--- src/rtl/mem_arbiter.sv ---
// Two-master memory arbiter with per-cycle watchdog and registered outputs.
// Define MEM_ARBITER_RR_EN for round-robin arbitration; default is fixed priority.
module mem_arbiter #(
  parameter int TIMEOUT_CYCLES = 64,
  parameter int CNT_W          = 8
) (
  input  logic       sysClk,
  input  logic       sysReset,
  input  logic [1:0] req,
  output logic [1:0] gnt,
  output logic       memStart,
  input  logic       memDone,
  input  logic       memBerr,
  output logic [1:0] ack,
  output logic [1:0] berr,
  output logic       owner
);

  typedef enum logic [1:0] {
    IDLE,
    GRANT,
    ACTIVE,
    RELEASE
  } state_t;

  localparam logic [CNT_W-1:0] LIMIT = CNT_W'(TIMEOUT_CYCLES - 1);

  state_t           state;
  state_t           state_d;
  logic [1:0]       gnt_d;
  logic [1:0]       ack_d;
  logic [1:0]       berr_d;
  logic             start_d;
  logic             owner_d;
  logic             win;
  logic [CNT_W-1:0] cnt;
  logic [CNT_W-1:0] cnt_d;

  function automatic logic [1:0] oh(input logic i);
    return i ? 2'b10 : 2'b01;
  endfunction

`ifdef MEM_ARBITER_RR_EN
  logic last;
  logic last_d;

  // on contention the master not granted last wins
  assign win = (req == 2'b11) ? ~last : req[1];
`else
  assign win = ~req[0];
`endif

  always_comb begin
    state_d = state;
    gnt_d   = gnt;
    start_d = 1'b0;
    ack_d   = 2'b00;
    berr_d  = 2'b00;
    owner_d = owner;
    cnt_d   = cnt;
`ifdef MEM_ARBITER_RR_EN
    last_d  = last;
`endif
    case (state)
      IDLE: begin
        if (|req) begin
          gnt_d   = oh(win);
          owner_d = win;
          state_d = GRANT;
`ifdef MEM_ARBITER_RR_EN
          last_d  = win;
`endif
        end else begin
          gnt_d = 2'b00;
        end
      end
      GRANT: begin
        start_d = 1'b1;
        cnt_d   = '0;
        state_d = ACTIVE;
      end
      ACTIVE: begin
        if (!req[owner]) begin
          gnt_d   = 2'b00;
          state_d = IDLE;
        end else if (memBerr || memDone || cnt == LIMIT) begin
          // bus error beats normal termination; timeout only without memDone
          if (memBerr || !memDone) begin
            berr_d = oh(owner);
          end else begin
            ack_d = oh(owner);
          end
          state_d = RELEASE;
        end else begin
          cnt_d = cnt + 1'b1;
        end
      end
      RELEASE: begin
        if (!req[owner]) begin
          gnt_d   = 2'b00;
          state_d = IDLE;
        end
      end
      default: begin
        state_d = IDLE;
        gnt_d   = 2'b00;
        cnt_d   = '0;
      end
    endcase
  end

  always_ff @(posedge sysClk) begin
    if (sysReset) begin
      state    <= IDLE;
      gnt      <= 2'b00;
      memStart <= 1'b0;
      ack      <= 2'b00;
      berr     <= 2'b00;
      owner    <= 1'b0;
      cnt      <= '0;
    end else begin
      state    <= state_d;
      gnt      <= gnt_d;
      memStart <= start_d;
      ack      <= ack_d;
      berr     <= berr_d;
      owner    <= owner_d;
      cnt      <= cnt_d;
    end
  end

`ifdef MEM_ARBITER_RR_EN
  always_ff @(posedge sysClk) begin
    if (sysReset) begin
      last <= 1'b1;
    end else begin
      last <= last_d;
    end
  end
`endif

endmodule

--- config.mk ---
export PLATFORM = sky130hd
export DESIGN_NAME = mem_arbiter
export DESIGN_NICKNAME = d
export VERILOG_FILES = /design/src/rtl/mem_arbiter.sv
export SDC_FILE = /design/constraint.sdc
export NUM_CORES = 1
export LEC_CHECK = 0
export ABC_CLOCK_PERIOD_IN_PS = 2200
export CAP_MARGIN = 20
export CORE_ASPECT_RATIO = 0.8
export CORE_MARGIN = 5
export CORE_UTILIZATION = 50
export DETAILED_ROUTE_END_ITERATION = 7
export PLACE_DENSITY = 0.76
export SLEW_MARGIN = 25
export SYNTH_ARGS = -nofsm -noshare
export SYNTH_HDL_FRONTEND = slang
export SYNTH_SLANG_ARGS = --single-unit
export TNS_END_PERCENT = 1
--- constraint.sdc ---
create_clock -name sysClk -period 2.2 [get_ports sysClk]
set_input_delay 0.44 -clock sysClk [delete_from_list [all_inputs] [get_ports sysClk]]
set_output_delay 0.44 -clock sysClk [all_outputs]
set_load 0.01 [all_outputs]
==> impl_metrics.py, run 1 <==
metrics = {
    "setup_path": {
        "worst-path-buf-inv": 1,
        "cp_slowest_cell": "or4_1",
        "cp-end-kind": "register",
        "critPathKind": "in2reg",
        "worstPathArrival_ns": 2.15,
        "max_stage_delay_ns": 0.52,
        "required_ns": 2.43,
        "crit_chain": "clkdlybuf4s50_1 -> mux2i_1 -> or3b_4 -> or4_1 -> a21oi_1",
        "r2r_setup_slack_ns": 0.32,
        "worstPathMaxFanout": 14,
        "start_kind": "primary input",
        "crit_family": "simple AND/OR/NAND/NOR gates",
    },
    "timing": {
        "hold_violations": 0,
        "setup_slack_ns": 0.275,
        "min_period_ns": 1.92,
        "timing_worst_slew_pin_value_ns": 0.652,
        "relSlewSlack": 0.564,
        "setup_viol": 0,
        "drv_slew": 0,
        "fmax_ghz": 0.520,
        "post-route-period-util": 0.875,
        "clock_skew_ns": 0.00760,
        "rsz0062_at_grt": "false",
    },
    "die": {
        "initial_utilization": 0.524,
        "die_w_um": 55.9,
        "die_area_um2": 2610,
        "fp-row-count": 13,
        "io-pin-count": 14,
        "coreArea_um2": 1610,
        "dieHeight_um": 46.7,
    },
    "pwr": {
        "irDropWorstVdd_v": 0.000547,
        "cellPowerDensity_nw_per_um2": 605,
        "leakage_nw": 0.351,
    },
    "route": {
        "drt_iter0_markers": 15,
        "wl_per_cell_um": 13.4,
        "drt_wl_total_um": 1830,
        "vias_per_cell": 5.68,
        "dr.pass1.iters": 4,
        "drcViolationCount": 0,
        "drtAntennaViolNets": 0,
        "vias": 772,
    },
    "synthesis": {
        "synth_warnings": 0,
        "syn_nets": 103,
        "yosys-top-cells-area": "dfxtp_1 43%, a21oi_1 5.9%, or4_1 4.5%, nor2_1 4.0%, mux2i_1 3.6%",
        "synth.distinct_cells": 30,
        "synth_edf_count": 0,
        "yosysTopAreaCellShare": 0.427,
        "syn_area_um2": 843,
        "yosys.area.top_type": "dfxtp_1",
        "yosysSeqAreaShare": 0.427,
        "synthArstFlopShare": 0,
        "ys_ff_latch": 18,
        "avgSynthCellArea_um2": 8.78,
        "synth_flop_cell": "dfxtp_1",
        "synth_cells": 96,
    },
    "global_route": {
        "grt_usage": 0.148,
        "grt_pass1_vias": 699,
        "antenna_found_initial": 0,
        "grt_pass1_wl_um": 2990,
        "grt_start_max_net_pins": 15,
        "grt_overflow": 0,
    },
    "final_layout": {
        "fillers": 140,
        "final_cell_mix": "18 x dfxtp_1, 13 x clkdlybuf4s50_1, 10 x a21oi_1, 9 x nor2_1",
        "layout_commonest_cell": "dfxtp_1",
        "multi_input_area_um2": 454,
        "design_area_um2": 1070,
        "drive_gt1_frac": 0.132,
        "syn_to_final_growth_pct": 26.7,
        "nets": 122,
        "antenna_cells": 0,
        "regArea_um2": 360,
    },
    "cts": {
        "htreeDepth": 1,
        "worstSkewPairLatency_ns": 0.29,
        "cts.sinks": 18,
        "cts_inserted_buffers": 3,
        "cts_resized": 0,
        "hold_buffers": 0,
        "postCtsSetupRepairBufs": 0,
        "cts_root_buffer": "clkbuf_4",
        "cts_tree": "done",
        "clk_pin_slew_ns": 0.10,
        "clock_path_buffers": 2,
    },
    "placement": {
        "gp_congestion": 0.833,
        "place_area_um2": 1020,
        "hpwlAfterDp_um": 1320,
        "io_buffers": 13,
        "dpl_worst_slack_ns": -0.0294,
    },
    "hold_path": {
        "hp-class": "reg2reg",
    },
    "job": {
        "max_cap_violations": 0,
    },
    "status": {
        "status": "completed",
    },
}
kinds of logic after synthesis:
family	after synthesis	share of synthesized area
compound gates	25	0.194
flops	18	0.427
simple gates	40	0.280
mux	3	0.0356
fa+ha+maj	1	0.0148
buf+inv	9	0.0475
stage by stage:
stage                     TNS [ns]  hold WS [ns]   util  instances  power, mW
after floorplan                  0         0.444      -         96      0.412
after global placement           0         0.463  0.634        132      0.450
after detailed placement   -0.0520         0.485  0.634        132      0.453
after CTS                        0         0.499  0.657        136      0.646
after global routing             0         0.523  0.664        136      0.679
final                            0         0.492  0.664        136      0.646
final timing paths:
check | from | endpoint | depth (start not counted)
worst max-delay path | req[1] | cnt[4] | 5
worst min-delay path | cnt[5] | cnt[5] | 2
worst max register to register | cnt[1] | state[0] | 5
worst min register to register | cnt[5] | cnt[5] | 2
power by group:
group / switching [mW] / total, mW / internal (mW)
combinational: 0.0477 / 0.0961 / 0.0485
sequential: 0.0144 / 0.352 / 0.337
clock: 0.0975 / 0.198 / 0.101
total: 0.160 / 0.646 / 0.487
final cells by class:
type	count	share of cell area
multi-input combinational	69	0.425
sequential	18	0.337
clock buffer	4	0.0340
tap	22	0.0258
inverter	4	0.0141
timing repair buffer	19	0.164
layer usage:
metal,GRT usage,routed length (µm)
met2,0.262,794
met3,0.0549,106
met1,0.179,917
met5,0,0
met4,0.0284,10
state kept, by name (all words and copies together) (netlist names):
signal    cells
ack           2
berr          2
cnt           8
gnt           2
memStart      1
owner         1
state         2
worst min-delay path, stage by stage, from the launching register on:
cell	delay, ns
dfxtp_1	0.34
nand2_1	0.06
mux2i_1	0.06
cell usage after synthesis, types with 2 or more instances:
library cell and number:
dfxtp_1 18, a21oi_1 10, nor2_1 9, nand3_1 6, o21ai_0 5, or4_1 5, inv_1 4, o31ai_1 4
a211oi_1 3, mux2i_1 3, nand2_1 3, nor2b_1 3, nor4_1 3, buf_2 2, clkbuf_1 2, or2_2 2
Power figures use the tool's default switching activity.
==> inputs of run 2 (changes only) <==
--- a/config.mk
+++ b/config.mk
@@ -12,6 +12,7 @@
 export CORE_UTILIZATION = 50
 export DETAILED_ROUTE_END_ITERATION = 7
 export PLACE_DENSITY = 0.76
+export SETUP_SLACK_MARGIN = 0.2
 export SLEW_MARGIN = 25
 export SYNTH_ARGS = -nofsm -noshare
 export SYNTH_HDL_FRONTEND = slang
==> impl_metrics.py, run 2 (synthesized netlist as in run 1, its figures left out) <==
metrics = {
    "job": {
        "max_cap_violations": 0,
    },
    "global_route": {
        "antenna_found_initial": 0,
        "grt_overflow": 0,
        "grt_pass1_vias": 701,
        "grt_usage": 0.148,
        "grt_pass1_wl_um": 3010,
        "grt_start_max_net_pins": 15,
    },
    "timing": {
        "fmax_ghz": 0.514,
        "post-route-period-util": 0.884,
        "timing_worst_slew_pin_value_ns": 0.428,
        "hold_violations": 0,
        "min_period_ns": 1.94,
        "rsz0062_at_grt": "true",
        "setup_viol": 0,
        "drv_slew": 0,
        "relSlewSlack": 0.714,
        "setup_slack_ns": 0.256,
        "setup_tns_ns": 0,
        "clock_skew_ns": 0.00455,
        "fin_hold_ws_ns": 0.494,
    },
    "final_layout": {
        "final_cell_mix": "18 x dfxtp_1, 13 x clkdlybuf4s50_1, 10 x a21oi_1, 9 x nor2_1, 9 x buf_4",
        "design_area_um2": 1090,
        "layout_commonest_cell": "dfxtp_1",
        "antenna_cells": 0,
        "syn_to_final_growth_pct": 29.4,
        "nets": 125,
        "regMostFlops": "cnt",
        "drive_gt1_frac": 0.154,
        "finalNonFillerCells": 139,
        "fin_util": 0.678,
        "largest_register_ffs": 8,
    },
    "route": {
        "drt_iter0_markers": 15,
        "drt_wl_total_um": 1860,
        "vias": 787,
        "wl_per_cell_um": 13.4,
        "drcViolationCount": 0,
        "dr.pass1.iters": 4,
        "drtAntennaViolNets": 0,
        "vias_per_cell": 5.66,
    },
    "cts": {
        "clock_path_buffers": 2,
        "clk_pin_slew_ns": 0.09,
        "htreeDepth": 1,
        "cts.sinks": 18,
        "cts_root_buffer": "clkbuf_4",
        "cts_tree": "done",
        "worstSkewPairLatency_ns": 0.29,
        "cts_inserted_buffers": 3,
    },
    "setup_path": {
        "cp-end-kind": "register",
        "worstPathMaxFanout": 9,
        "required_ns": 2.42,
        "setup.worst_path.start": "memDone",
        "regToRegStartpoint": "cnt[1]",
        "worstPathArrival_ns": 2.17,
        "start_kind": "primary input",
        "critPathKind": "in2reg",
    },
    "placement": {
        "place_inst": 132,
        "place_area_um2": 1020,
        "gp_congestion": 0.833,
        "dpl_worst_slack_ns": -0.0294,
        "hpwlAfterDp_um": 1320,
        "io_buffers": 13,
    },
    "hold_path": {
        "hp-start": "cnt[5]",
        "hp-class": "reg2reg",
    },
    "die": {
        "coreArea_um2": 1610,
        "initial_utilization": 0.524,
        "io-pin-count": 14,
        "fp-row-count": 13,
        "die_area_um2": 2610,
        "die_w_um": 55.9,
        "dieHeight_um": 46.7,
    },
    "status": {
        "status": "completed",
    },
    "pwr": {
        "irDropWorstVdd_v": 0.000545,
        "finalPower_uw": 648,
        "leakage_nw": 0.365,
        "cellPowerDensity_nw_per_um2": 594,
    },
}
==> run 2: cell types whose count changed in the layout (fill, tap and decap cells not counted), sizes merged <==
| cell | previous run | this run |
|---|---|---|
| buf | 6 | 9 |
==> run 2: per-layer routing <==
layer	up-vias	part of all wire	track usage
met2	20	0.43	0.262
met5	-	0	0
met1	359	0.51	0.180
li1	404	-	-
met3	4	0.054	0.0549
met4	0	0.0081	0.0284
==> run 2: final cells by class <==
| class | instances | area, µm² |
|---|---|---|
| clock buffer | 4 | 36.3 |
| fill | 141 | 519 |
| inverter | 4 | 15.0 |
| multi-input combinational | 69 | 454 |
| sequential | 18 | 360 |
| tap | 22 | 27.5 |
| timing repair buffer | 22 | 198 |
==> run 2: worst paths after layout <==
check,endpoint,slack [ns],depth (start not counted)
setup reg to reg,cnt[3],0.33,7
hold reg to reg,cnt[5],0.49,2
hold / removal,cnt[5],0.49,2
setup / recovery,cnt[3],0.26,7
==> run 2: critical path: stages <==
cell             delay, ns
clkdlybuf4s50_1       0.44
nor2_1                0.24
o41ai_4               0.12
buf_4                 0.18
buf_4                 0.14
or4_1                 0.46
a21oi_1               0.14
==> run 2: report_power, final <==
group | switching [mW] | internal, mW | total, mW | leakage (nW)
logic | 0.0486 | 0.0517 | 0.100 | 0.198
registers | 0.0146 | 0.337 | 0.352 | 0.146
clock network | 0.0952 | 0.101 | 0.196 | 0.0210
==> run 2: repair_timing <==
| item | CTS | global route |
|---|---|---|
| hold buffers | 0 | 0 |
| setup buffers | 0 | 3 |
| cloned | 0 | 0 |
| endpoints found under the hold margin | 0 | 0 |
| pin swaps | 0 | 1 |
| setup endpoints to repair | 2 | 2 |
| gates resized for setup | 1 | 0 |
